==> config.mk <==
export PLATFORM = sky130hd
export DESIGN_NAME = twofish_h_seq
export DESIGN_NICKNAME = d
export VERILOG_FILES = /design/src/rtl/twofish_pkg.sv /design/src/rtl/twofish_q_unit.sv /design/src/rtl/twofish_h_seq.sv
export SDC_FILE = /design/constraint.sdc
export NUM_CORES = 1
export LEC_CHECK = 0
export CORE_AREA = 3 3 200 163
export CTS_BUF_LIST = sky130_fd_sc_hd__clkbuf_2 sky130_fd_sc_hd__clkbuf_4 sky130_fd_sc_hd__clkbuf_8
export CTS_CLUSTER_DIAMETER = 200
export DETAILED_ROUTE_END_ITERATION = 12
export DIE_AREA = 0 0 203 166
export PLACE_DENSITY_LB_ADDON = 0.15
export SLEW_MARGIN = 20
export SYNTH_ARGS = -nofsm -noshare
export SYNTH_HDL_FRONTEND = slang
export SYNTH_SLANG_ARGS = --single-unit
==> constraint.sdc <==
create_clock -name clk -period 4.9 [get_ports clk]
set_clock_uncertainty 0.2 [all_clocks]
set_input_delay 1.47 -clock clk [delete_from_list [all_inputs] [get_ports clk]]
set_output_delay 1.47 -clock clk [all_outputs]
set_load 0.005 [all_outputs]
==> src/rtl/twofish_pkg.sv <==
// Shared constants for the Twofish h-function byte sequencer.
// TWOFISH_K3_EN: when defined, adds a leading L2 key stage (192-bit keys).
package twofish_pkg;

`ifdef TWOFISH_K3_EN
    localparam int unsigned NUM_STAGES = 4;
`else
    localparam int unsigned NUM_STAGES = 3;
`endif
    localparam int unsigned NUM_LANES  = 4;
    localparam int unsigned NUM_STEPS  = NUM_STAGES * NUM_LANES;
    localparam int unsigned CNT_W      = 5;

    typedef enum logic [1:0] {IDLE, RUN, DONE} state_t;

    // Per-stage q selection, bit i = lane i, 1 selects q1
    localparam logic [3:0] QSEL_L2  = 4'b0011;
    localparam logic [3:0] QSEL_L1  = 4'b1010;
    localparam logic [3:0] QSEL_L0  = 4'b1100;
    localparam logic [3:0] QSEL_OUT = 4'b0101;

    // Nibble tables, entry i stored at bits [4i+3:4i]
    localparam logic [63:0] Q0_T0 = 64'h4ACE95B023F6D718;
    localparam logic [63:0] Q0_T1 = 64'hD9076A4F53218BCE;
    localparam logic [63:0] Q0_T2 = 64'h17423F8C09D6E5AB;
    localparam logic [63:0] Q0_T3 = 64'hAC5803B9E6214F7D;
    localparam logic [63:0] Q1_T0 = 64'h5CA04913E67FDB82;
    localparam logic [63:0] Q1_T1 = 64'h809F5AD673C4B2E1;
    localparam logic [63:0] Q1_T2 = 64'hF3B28DE0A96157C4;
    localparam logic [63:0] Q1_T3 = 64'hA802F746ED3C159B;

    // Look up one nibble of a packed 16-entry table
    function automatic logic [3:0] nib(input logic [63:0] tbl, input logic [3:0] idx);
        return tbl[{idx, 2'b00} +: 4];
    endfunction

    // Rotate a nibble right by one
    function automatic logic [3:0] ror4(input logic [3:0] v);
        return {v[0], v[3:1]};
    endfunction

    // Lane q-select mask for a given stage (stage-major order)
    function automatic logic [3:0] stage_qsel(input logic [1:0] stage);
        logic [3:0] m;
`ifdef TWOFISH_K3_EN
        case (stage)
            2'd0:    m = QSEL_L2;
            2'd1:    m = QSEL_L1;
            2'd2:    m = QSEL_L0;
            default: m = QSEL_OUT;
        endcase
`else
        case (stage)
            2'd0:    m = QSEL_L1;
            2'd1:    m = QSEL_L0;
            default: m = QSEL_OUT;
        endcase
`endif
        return m;
    endfunction

endpackage

==> src/rtl/twofish_q_unit.sv <==
// Combinational Twofish q0/q1 byte permutation (nibble-split form).
module twofish_q_unit
    import twofish_pkg::*;
(
    input  logic       sel,
    input  logic [7:0] x,
    output logic [7:0] y_c
);

    logic [63:0] t0, t1, t2, t3;
    logic [3:0]  a0, b0, a1, b1, a2, b2, a3, b3;

    // Two rounds of mix + nibble substitution
    always_comb begin
        t0 = sel ? Q1_T0 : Q0_T0;
        t1 = sel ? Q1_T1 : Q0_T1;
        t2 = sel ? Q1_T2 : Q0_T2;
        t3 = sel ? Q1_T3 : Q0_T3;
        a0 = x[7:4];
        b0 = x[3:0];
        a1 = a0 ^ b0;
        b1 = a0 ^ ror4(b0) ^ {a0[0], 3'b000};
        a2 = nib(t0, a1);
        b2 = nib(t1, b1);
        a3 = a2 ^ b2;
        b3 = a2 ^ ror4(b2) ^ {a2[0], 3'b000};
        y_c = {nib(t3, b3), nib(t2, a3)};
    end

endmodule

==> src/rtl/twofish_h_seq.sv <==
// Twofish h-function byte-path sequencer: one shared q unit, 4 lanes x N stages.
// TWOFISH_K3_EN: when defined, adds l2_in and a leading L2 stage (192-bit keys).
module twofish_h_seq
    import twofish_pkg::*;
#(
    parameter int unsigned PIPE_Q = 0
) (
    input  logic        clk,
    input  logic        rst,
    input  logic        start,
    input  logic [31:0] x_in,
    input  logic [31:0] l0_in,
    input  logic [31:0] l1_in,
`ifdef TWOFISH_K3_EN
    input  logic [31:0] l2_in,
`endif
    output logic        busy,
    output logic        out_valid,
    input  logic        out_ready,
    output logic [31:0] y_out
);

    state_t                 state;
    logic [3:0][7:0]        w;
    logic [3:0][7:0]        l0;
    logic [3:0][7:0]        l1;
`ifdef TWOFISH_K3_EN
    logic [3:0][7:0]        l2;
`endif
    logic [CNT_W-1:0]       cnt;
    logic                   phase;

    logic [1:0]             lane;
    logic [1:0]             stage;
    logic [3:0]             qmask;
    logic                   qsel;
    logic [7:0]             kbyte;
    logic [7:0]             q_c;
    logic [7:0]             step_val;
    logic                   step_wb;

    assign lane    = cnt[1:0];
    assign stage   = cnt[3:2];
    assign qmask   = stage_qsel(stage);
    assign qsel    = qmask[lane];
    assign step_wb = (PIPE_Q == 0) || phase;

    // Key byte XORed in at the current stage; last stage has none
    always_comb begin
        kbyte = 8'h00;
`ifdef TWOFISH_K3_EN
        case (stage)
            2'd0:    kbyte = l2[lane];
            2'd1:    kbyte = l1[lane];
            2'd2:    kbyte = l0[lane];
            default: kbyte = 8'h00;
        endcase
`else
        case (stage)
            2'd0:    kbyte = l1[lane];
            2'd1:    kbyte = l0[lane];
            default: kbyte = 8'h00;
        endcase
`endif
    end

    twofish_q_unit u_q (
        .sel (qsel),
        .x   (w[lane]),
        .y_c (q_c)
    );

    generate
        if (PIPE_Q != 0) begin : g_pipe
            logic [7:0] q_reg;
            // Capture lookup on the issue cycle; consumed on the writeback cycle
            always_ff @(posedge clk) begin
                if (rst) q_reg <= 8'h00;
                else     q_reg <= q_c;
            end
            assign step_val = q_reg ^ kbyte;
        end else begin : g_comb
            assign step_val = q_c ^ kbyte;
        end
    endgenerate

    // Control FSM, work/key registers and registered outputs
    always_ff @(posedge clk) begin
        if (rst) begin
            state     <= IDLE;
            busy      <= 1'b0;
            out_valid <= 1'b0;
            y_out     <= 32'h0;
            w         <= '0;
            l0        <= '0;
            l1        <= '0;
`ifdef TWOFISH_K3_EN
            l2        <= '0;
`endif
            cnt       <= '0;
            phase     <= 1'b0;
        end else begin
            case (state)
                IDLE: begin
                    if (start) begin
                        state <= RUN;
                        busy  <= 1'b1;
                        w     <= x_in;
                        l0    <= l0_in;
                        l1    <= l1_in;
`ifdef TWOFISH_K3_EN
                        l2    <= l2_in;
`endif
                        cnt   <= '0;
                        phase <= 1'b0;
                    end
                end
                RUN: begin
                    if (cnt == CNT_W'(NUM_STEPS)) begin
                        state     <= DONE;
                        out_valid <= 1'b1;
                        y_out     <= w;
                    end else if (step_wb) begin
                        w[lane] <= step_val;
                        cnt     <= cnt + CNT_W'(1);
                        phase   <= 1'b0;
                    end else begin
                        phase <= 1'b1;
                    end
                end
                DONE: begin
                    if (out_ready) begin
                        state     <= IDLE;
                        busy      <= 1'b0;
                        out_valid <= 1'b0;
                    end
                end
                default: state <= IDLE;
            endcase
        end
    end

endmodule

# Word level (Yosys, flattened, before mapping)
# Cells that the tools add are included.
[word_totals] romBits=0 latch_bits=0 input_bits=100 ff_bits=137 n_memories=0 ramBits=0 output_inout_bits=34
[op_classes] n_addsub=1 multipliers=0 shift=4 n_div=0 magnitude_cmp=2 mux=32 reduce_logical=12 n_bitwise=7 n_eq_ne=8
[op_table] op="64-bit by 7-bit variable part select with 4-bit output" n=4
[op_table] op="32-bit 2-to-1 mux" n=2
[op_table] op="64-bit 2-to-1 mux" n=1
[op_table] op="32-bit one-hot mux with 2 select lines" n=1
[op_table] op="63-bit 2-to-1 mux" n=1
[op_table] op="61-bit 2-to-1 mux" n=1
[op_table] op="59-bit 2-to-1 mux" n=1
[op_table] op="8-bit binary-select mux with 2-bit select" n=3
[op_table] op="32-bit bitwise mux" n=1
[op_table] op="8-bit 2-to-1 mux" n=4
[op_table] op="4-bit bitwise XOR" n=6
[op_table] op="8-bit demux with 2-bit select" n=1
[op_table] op="8-bit one-hot mux with 2 select lines" n=1
[op_table] op="3-bit AND reduction" n=4
[op_table] op="5-bit 2-to-1 mux" n=2
[op_table] op="5-bit one-hot mux with 2 select lines" n=1
[op_table] op="2-bit inequality test (second input constant)" n=4
[op_table] op="4-bit one-hot mux with 2 select lines" n=1
[op_table] op="8-bit bitwise XOR" n=1
[op_table] op="2-bit 2-to-1 mux" n=3
[op_table] op="2-bit one-hot mux with 3 select lines" n=1
[op_table] op="2-bit nonzero test" n=3
[op_table] op="5-bit by 1-bit adder with 5-bit output (second input constant)" n=1
[op_table] op="5-bit by 4-bit equality test with 1-bit output (second input constant)" n=1
[op_table] op="10 further kinds" n=17

# Logic depth before layout (Yosys ltp)
# Gate-level depths: netlist (run 1).
[depth] word_depth=13 mapped_depth=17

# Modules after synthesis
# A second synthesis (run 1) with hierarchy kept.
[unflattened] cells_unflattened=935 hier_area_um2=7439.6
[modules_own_cells] module="twofish_h_seq" n_inst=1 seq_area_each_um2=2742.6 cells_per_inst=766 area_per_inst_um2=6095.8
[modules_own_cells] module="twofish_q_unit" n_inst=1 seq_area_each_um2=0.0 cells_per_inst=169 area_per_inst_um2=1343.8

# Worst setup path after synthesis (run 1)
# Ideal clock, no wire load.
[synth_timing] path_type="register to register" start="register cnt[0]" end="register w[0] (netlist name)" path_stages_with_launch=17 arrival_time_ns=4.348 setup_slack_ns=0.221 period_less_slack_ns=4.679 setup_ns=0.132 path_buffers=2 path_cell_list="dfxtp_1 -> buf_6 -> mux4_2 -> buf_4 -> xnor2_2 -> inv_1 -> ha_1 -> mux4_2 -> mux2i_1 -> xor2_1 -> inv_2 -> ha_1 -> mux4_2 -> mux2i_1 -> xnor2_1 -> a221oi_1 -> nor3_1"
[synth_via] elab_chain_cells=11 elab_cells_between_ends=31
[synth_lines] item="start, declared" line_no="twofish_h_seq.sv:30" text="logic [CNT_W-1:0] cnt;"
[synth_lines] item="start signal, assigned" line_no="twofish_h_seq.sv:125" text="cnt <= cnt + CNT_W'(1);"
[synth_lines] item="8-bit binary-select mux with 2-bit select" line_no="twofish_h_seq.sv:69" text=".x (w[lane]),"
[synth_lines] item="8-bit 2-to-1 mux (not written as such)" line_no="twofish_h_seq.sv:69"
[synth_lines] item="4-bit bitwise XOR (2 in a row)" line_no="twofish_q_unit.sv:22" text="b1 = a0 ^ ror4(b0) ^ {a0[0], 3'b000};"
[synth_lines] item="64-bit by 7-bit variable part select with 4-bit output" line_no="twofish_pkg.sv:34" text="return tbl[{idx, 2'b00} +: 4];"
[synth_lines] item="4-bit bitwise XOR" line_no="twofish_q_unit.sv:25" text="a3 = a2 ^ b2;"
[synth_lines] item="64-bit by 7-bit variable part select with 4-bit output" line_no="twofish_pkg.sv:34"
[synth_lines] item="8-bit bitwise XOR" line_no="twofish_h_seq.sv:83" text="assign step_val = q_c ^ kbyte;"
[synth_lines] item="32-bit bitwise mux" line_no="twofish_h_seq.sv:124" text="w[lane] <= step_val;"
[synth_lines] item="32-bit 2-to-1 mux" line_no="twofish_h_seq.sv:119" text="if (cnt == CNT_W'(NUM_STEPS)) begin"
[synth_lines] item="32-bit one-hot mux with 2 select lines" line_no="twofish_h_seq.sv:103" text="case (state)"
[synth_lines] item="end signal, assigned" line_no="twofish_h_seq.sv:108" text="w <= x_in;"
[synth_lines] item="end signal, assigned by index" line_no="twofish_h_seq.sv:124"
[synth_lines] item="end, declared" line_no="twofish_h_seq.sv:24" text="logic [3:0][7:0] w;"
# Several ways; a longest one is shown, not always the timed one. The select of a mux whose other input is x is not followed.
# A chain may end at the register's enable or synchronous reset.

# Worst setup path after layout (run 1)
# Same ends and word-level chain as after synthesis.

==> impl_metrics.tcl, run 1 <==
set metrics [dict create \
    path_class "reg -> reg" \
    area_growth_pct 30.2 \
    viasPerCell 4.76 \
    final_area_sq_um 9970 \
    setup_viol 0 \
    firstDrtPassIters 5 \
    first_global_vias 7092 \
    async_reset_ff_share_pct 0 \
    top_usage_layer "met1" \
    placed_cells 1477 \
    cpPeakStageDelay_ns 0.64 \
    ant_nets 0 \
    fmax_mhz 219 \
    critPathBufInv 3 \
    clk_pin_slew_ns 0.09 \
    clock-sinks 137 \
    clockBufferDepth 2 \
    track_usage_pct 15.4 \
    synth_top_area_cell "dfxtp_1" \
    ys_warn_count 0 \
    worstPathArrival_ns 4.68 \
    max_cap_violations 0 \
    synth_nets 1079 \
    clk_latency_ns 0.46 \
    grt_use_met3_pct 2.57 \
    drt_iter0_drc 476 \
    synth-seq-cells 137 \
    coreArea_sq_um 30500 \
    finalPower_mw 6.99 \
    synth_cells 959 \
    place_area_sq_um 9520 \
    cts_tree "built" \
    met2_usage_pct 22.9 \
    die_h_microns 166 \
    place_congestion 0.836 \
    path_cells "mux4_2 -> xnor2_2 -> inv_1 -> ha_1 -> mux4_2 -> mux2i_1 -> xor2_2 -> buf_4 -> ha_1 -> inv_1 -> mux4_2 -> mux2i_1 -> xnor2_1 -> a221oi_1 -> nor3_1" \
    dp_hpwl_mm 19.5 \
    grt_overflow_total 0 \
    grt_pass1_wl_mm 41.2 \
    worst_path_max_delay_cell "mux4_2" \
    cts_max_level 4 \
    powerDensity_nw_per_um2 702 \
    die_area_sq_um 33700 \
    status "complete, no violations" \
    hold_class "reg -> reg" \
    cpMostUsedCell "mux4_2" \
    grt_max_degree 99 \
    nets 1204 \
    syn_area_per_cell_sq_um 7.98 \
    endpoint_kind "flip-flop" \
    yosys.area.top_type_share_pct 35.8 \
    fp.dieW_microns 203 \
    io_pins 134 \
    antenna_cells 0 \
    start_util_pct 25.1 \
    drive_above_1_share_pct 11.8 \
    start_kind "flip-flop" \
    synth-edff-count 0 \
    min_period_over_period_pct 93.2 \
    cts_root_buf "clkbuf_8" \
    wl_mm 26.3 \
    relSlewSlack_pct 38.6 \
    synth_cell_types 62 \
    met1_usage_pct 23.2 \
    synthesis.area_sq_um 7660 \
    path_delay_family "multiplexers" \
    maxSlewViolCount 0 \
    mostFrequentLayoutCell "nand2_1" \
    final_core_util_pct 32.7 \
    post_drt_wl_per_cell_microns 17.4 \
    antenna_found_initial 0 \
    hold_violations 0 \
    fin_cells 1510 \
    period_needed_ns 4.57 \
    synth_area_leaders "dfxtp_1, nand2_1, a21oi_1" \
    leakage_nw 3.54 \
    vias 7181 \
    required_ns 5.01 \
    pre_cts_slack_ns 0.162 \
    cp_max_fo 6 \
    drc 0 \
    numCtsBuffers 17 \
    ys.flop_type "dfxtp_1" \
    totalNegativeSetupSlack_ns 0 \
    placementRows 57 \
    most-common-layout-cells "nand2_1, dfxtp_1, a21oi_1, clkdlybuf4s50_1, nor2_1" \
    port_buffers 133 \
    tightest_slew_ns 0.922 \
    whs_ns 0.255 \
    vdd_drop_max_mv 0.543 \
    ys_seq_area_share_pct 35.8 \
    setup_ws_ns 0.332 \
]
## sequential cells by signal, summed over array words and instances, names as in the netlist
| name | cells |
|---|---|
| l0 | 32 |
| l1 | 32 |
| w | 32 |
| y_out | 32 |
| cnt | 5 |
| state | 2 |
| busy | 1 |
| out_valid | 1 |
## timing repair
| item | 4_1_cts | 5_1_grt |
|---|---|---|
| resized for setup | 0 | 3 |
| buffers inserted | 0 | 1 |
| endpoints found under the setup margin | 0 | 20 |
| hold buffers | 0 | 0 |
## worst register-to-register path, cell delays in order, from the launching register on
cell and delay, ns:
dfxtp_2 0.44, mux4_2 0.64, xnor2_2 0.18, inv_1 0.08
ha_1 0.33, mux4_2 0.46, mux2i_1 0.24, xor2_2 0.16
buf_4 0.17, ha_1 0.29, inv_1 0.04, mux4_2 0.43
mux2i_1 0.16, xnor2_1 0.19, a221oi_1 0.34, nor3_1 0.08
## cell type report
class	instances	area [sq um]
clock buffer	17	234
clock inverter	15	184
fill	3292	20500
inverter	14	52.6
multi-input combinational	745	4630
sequential	137	2740
tap	413	517
timing repair buffer	169	1600
## Yosys cell counts (2+ instances only)
cell	n
nor4_1	5
a2bb2oi_1	2
nand2_1	239
nand3_1	17
a31oi_1	6
mux2i_1	15
o21a_1	5
xnor2_1	9
or3_1	10
and3_1	2
nor2_1	76
a211oi_1	10
xor2_1	11
o21ai_1	2
o41ai_1	4
a22oi_1	2
mux4_2	28
nor2b_1	7
a21oi_1	134
o211ai_1	3
a21o_1	2
clkbuf_1	49
buf_6	2
buf_2	3
nand4_1	2
nand2b_1	6
nor3_1	14
ha_1	20
and2_1	21
a211o_1	3
or2_2	3
a311oi_1	10
xor2_2	4
dfxtp_1	137
o21ai_0	40
a221oi_1	5
o31ai_1	2
xnor2_2	5
nand3b_1	2
inv_1	12
o21bai_1	2
buf_1	8
## routing by layer
metal	part of all wire, %	wire length, microns	vias up
li1	-	-	3590
met1	51	13400	3433
met2	44	11500	140
met3	4.0	1050	18
met4	1.4	374	0
met5	0	0	-
## kinds of logic (layout without fill, tap and decap cells)
logic type,after synthesis,in the layout,share of synthesized area (%)
compound gates,242,242,18.7
xor+xnor,31,31,4.89
buf+inv,77,215,4.07
fa+ha+maj,20,20,3.27
mux,45,45,10.6
flops,137,137,35.8
simple gates,407,407,22.6
## report_power, final
part           internal, mW  switching, mW
clock                 0.476          0.537
sequential             1.19         0.0717
combinational          1.95           2.77
## final timing paths
kind,cells after the start,slack (ns),end,from
worst min-delay path,2,0.26,l1[18],l1[18]
worst max register to register,15,0.33,w[0],cnt[0]
worst min register to register,2,0.26,l1[18],l1[18]
worst max-delay path,15,0.33,w[0],cnt[0]
Note: power is estimated with default switching activity, not from simulation.
==> inputs of run 2 (changes only) <==
CELL_PAD_IN_SITES_DETAIL_PLACEMENT = 0   (was unset)
CELL_PAD_IN_SITES_GLOBAL_PLACEMENT = 1   (was unset)
==> impl_metrics.tcl, run 2 (synthesized netlist as in run 1, its figures left out) <==
set metrics [dict create \
    status "complete, no violations" \
    place_area_sq_um 9610 \
    ant_nets 0 \
    clock-sinks 137 \
    grt_overflow_total 0 \
    tightest_slew_ns 0.760 \
    worstPathArrival_ns 4.71 \
    vias 7137 \
    first_global_vias 7236 \
    place_congestion 0.820 \
    holdBufCountCts 0 \
    io_pins 134 \
    firstDrtPassIters 5 \
    wl_met3_microns 917 \
    drc 0 \
    viasPerCell 4.70 \
    fp.dieW_microns 203 \
    die_area_sq_um 33700 \
    min_period_over_period_pct 93.9 \
    period_needed_ns 4.60 \
    met2_length_mm 11.7 \
    coreArea_sq_um 30500 \
    endpoint_kind "flip-flop" \
    maxSlewViolCount 0 \
    port_buffers 133 \
    final_core_util_pct 33.0 \
    antenna_cells 0 \
    die_h_microns 166 \
    placementRows 57 \
    final_area_sq_um 10000 \
    area_growth_pct 31.1 \
    cts_setup_buffers 0 \
    cts_max_level 4 \
    dp_hpwl_mm 19.9 \
    track_usage_pct 16.2 \
    mostFrequentLayoutCell "nand2_1" \
    cts_root_buf "clkbuf_8" \
    clk_latency_ns 0.46 \
    grt_setup_unrepaired "no" \
    required_ns 5.01 \
    finalPower_mw 7.11 \
    start_kind "flip-flop" \
    numCtsBuffers 17 \
    cts_tree "built" \
    powerDensity_nw_per_um2 708 \
    max_cap_violations 0 \
    antenna_found_initial 0 \
    clk_pin_slew_ns 0.09 \
    m1WireLength_mm 14.4 \
    wl_mm 27.2 \
    nets 1214 \
    vdd_drop_max_mv 0.458 \
    grt_max_degree 75 \
    ctsResizeCount 0 \
    totalNegativeSetupSlack_ns 0 \
    hold_class "reg -> reg" \
    post_drt_wl_per_cell_microns 17.9 \
    most-common-layout-cells "nand2_1, dfxtp_1, a21oi_1, clkdlybuf4s50_1, nor2_1" \
    setup_viol 0 \
    start_util_pct 25.1 \
    hold_violations 0 \
    drt_iter0_drc 465 \
    relSlewSlack_pct 49.3 \
    grt_pass1_wl_mm 43.0 \
    path_class "reg -> reg" \
    leakage_nw 3.58 \
    drive_above_1_share_pct 12.3 \
    fmax_mhz 217 \
    cp_max_fo 8 \
    clockBufferDepth 2 \
    top_layer "met4" \
]
==> run 2: changes by cell type in the layout (fill, tap and decap cells not counted), sizes merged <==
cell / previous run / this run
buf: 37 / 47
clkinvlp: 0 / 1
clkbuf: 17 / 19
inv: 21 / 17
clkinv: 6 / 7
==> run 2: per-stage QoR <==
step                std cells  hold WS [ns]  setup slack [ns]
floorplan                 959         0.233             0.221
global placement         1488         0.241             0.235
detailed placement       1488         0.246             0.161
CTS                      1520         0.258             0.133
global route             1520         0.276           0.00392
finish                   1520         0.255             0.298
==> run 2: critical path, stage by stage (launching register included) <==
cell and delay [ns]:
dfxtp_1 0.45, a21oi_1 0.33, nor2_1 0.16, nor2_1 0.32, clkinv_1 0.16, ha_1 0.24
mux4_2 0.45, mux2i_1 0.24, xor2_2 0.18, buf_4 0.18, ha_1 0.16, or3b_2 0.46
a22oi_1 0.16, mux2i_1 0.11, xnor2_1 0.14, buf_4 0.16, a221oi_1 0.28, nor3_1 0.09
==> run 2: worst paths after layout <==
| kind | to | start | slack (ns) | cells past startpoint |
|---|---|---|---|---|
| worst max-delay path | w[24] | cnt[1] | 0.30 | 17 |
| worst min-delay path | l1[31] | l1[31] | 0.26 | 2 |
| worst max register to register | w[24] | cnt[1] | 0.30 | 17 |
| worst min register to register | l1[31] | l1[31] | 0.26 | 2 |
==> run 2: per-layer routing <==
| layer | vias up | track usage [%] |
|---|---|---|
| li1 | 3590 | - |
| met1 | 3417 | 24.8 |
| met2 | 116 | 23.9 |
| met3 | 14 | 2.78 |
| met4 | 0 | 2.98 |
| met5 | - | 0 |
==> run 2: final cells by class <==
type / count / area, sq um
multi-input cells: 745 / 4620
clock inverters: 13 / 161
flip-flops and latches: 137 / 2750
repair buffers: 179 / 1690
inverters: 14 / 52.6
clock buffers: 19 / 255
fillers: 3339 / 20400
well taps: 413 / 517
==> run 2: power by group <==
group          switching (mW)  internal [mW]  total [mW]
registers              0.0699           1.19        1.26
logic                    2.77           2.07        4.84
clock network           0.521          0.486        1.01
==> inputs of run 3 (changes only) <==
REMOVE_ABC_BUFFERS = 1   (was unset)
==> impl_metrics.tcl, run 3 (synthesized netlist as in run 1, its figures left out) <==
set metrics [dict create \
    grt_pass1_wl_mm 41.8 \
    leakage_nw 3.56 \
    mostFrequentLayoutCell "nand2_1" \
    drc 0 \
    firstDrtPassIters 5 \
    tightest_slew_ns 0.895 \
    top_usage_layer "met2" \
    antenna_found_initial 0 \
    ant_nets 0 \
    vias 7199 \
    cts_tree "built" \
    relSlewSlack_pct 40.3 \
    max_cap_violations 0 \
    powerDensity_nw_per_um2 697 \
    most-common-layout-cells "nand2_1, dfxtp_1, a21oi_1, clkdlybuf4s50_1, nor2_1" \
    placementRows 57 \
    track_usage_pct 15.7 \
    critPathBufInv 1 \
    cp_max_fo 9 \
    status "complete, no violations" \
    nets 1213 \
    cpPeakStageDelay_ns 0.57 \
    clock-sinks 137 \
    fmax_mhz 218 \
    numCtsBuffers 17 \
    io_pins 134 \
    wl_mm 26.4 \
    first_global_vias 7253 \
    post_drt_wl_per_cell_microns 17.4 \
    viasPerCell 4.74 \
    min_period_over_period_pct 93.5 \
    clk_pin_slew_ns 0.09 \
    vdd_drop_max_mv 0.586 \
    start_util_pct 25.1 \
    finalPower_mw 6.97 \
    worstPathArrival_ns 4.77 \
    final_area_sq_um 10000 \
    dp_hpwl_mm 19.3 \
    rrSetupSlack_ns 0.32 \
    port_buffers 133 \
    place_congestion 0.835 \
    worst_path_max_delay_cell "mux4_2" \
    drive_above_1_share_pct 12.5 \
    coreArea_sq_um 30500 \
    cts_setup_buffers 0 \
    met2_usage_pct 25.0 \
    met1_usage_pct 22.3 \
    grt_max_degree 75 \
    area_growth_pct 30.6 \
    required_ns 5.09 \
    antenna_cells 0 \
    clk_latency_ns 0.46 \
    hold_class "reg -> reg" \
    path_class "reg -> reg" \
    clockBufferDepth 2 \
    hold_violations 0 \
    fp.dieW_microns 203 \
    setup_viol 0 \
    cts_root_buf "clkbuf_8" \
    endpoint_kind "flip-flop" \
    drt_iter0_drc 457 \
    grt_overflow_total 0 \
    cts_max_level 4 \
    path_delay_family "multiplexers" \
    maxSlewViolCount 0 \
    nFillCells 3293 \
    grt_use_met3_pct 2.88 \
    place_area_sq_um 9610 \
    period_needed_ns 4.58 \
    path_cells "mux4_2 -> xnor2_2 -> inv_1 -> ha_1 -> mux4_2 -> mux2i_1 -> xor2_2 -> ha_1 -> or3b_2 -> a22oi_1 -> mux2i_1 -> xnor2_1 -> a221oi_1 -> nor3_1" \
    die_area_sq_um 33700 \
    grt_setup_unrepaired "no" \
    die_h_microns 166 \
    start_kind "flip-flop" \
]
==> run 3: cell count changes in the layout (fill, tap and decap cells not counted), sizes merged <==
cell / delta
clkinv: -3
clkinvlp: +3
buf: -1
bufinv: -1
clkbuf: +1
==> run 3: routing by layer <==
metal | vias up | wire, microns
met4 | 0 | 229
met5 | - | 0
met2 | 136 | 12100
li1 | 3600 | -
met1 | 3448 | 13200
met3 | 15 | 966
==> run 3: layout make-up <==
type	instances	area [sq um]	share of cell area (%)
Timing Repair Buffer	178	1680	16.8
Sequential cell	137	2750	27.5
Clock buffer	20	263	2.63
Clock inverter	12	116	1.16
Inverter	14	52.6	0.525
Multi-Input combinational cell	745	4630	46.3
Tap cell	413	517	5.17
==> run 3: final timing paths <==
path / to / from / depth (start not counted)
min: l0[28] / l0[28] / 2
max reg2reg: w[16] / cnt[0] / 14
min reg2reg: l0[28] / l0[28] / 2
max: w[16] / cnt[0] / 14
==> run 3: tightest hold or removal path, cell delays in order (launching register included) <==
cell and delay [ns]:
dfxtp_1 0.31, nand2_1 0.05, a21oi_1 0.05
==> run 3: power by group <==
group          total (mW)  internal, mW  switching, mW
clock               0.936         0.432          0.503
sequential           1.25          1.19         0.0634
combinational        4.78          2.02           2.76
total                6.97          3.64           3.33
==> run 3: metrics by stage <==
stage | hold slack (ns) | setup slack [ns] | utilization [%] | instances | TNS [ns]
finish | 0.253 | 0.316 | 32.8 | 1519 | 0
global route | 0.273 | 0.00936 | 32.8 | 1519 | 0
CTS | 0.255 | 0.100 | 32.8 | 1519 | 0
detailed placement | 0.243 | 0.121 | 31.5 | 1487 | 0
global placement | 0.243 | 0.200 | 31.5 | 1487 | 0
floorplan | 0.227 | -0.716 | - | 896 | -15.60
==> run 3: timing repair <==
item	in CTS	in global routing
setup endpoints to repair	0	21
gates resized for setup	0	5
hold buffers	0	0
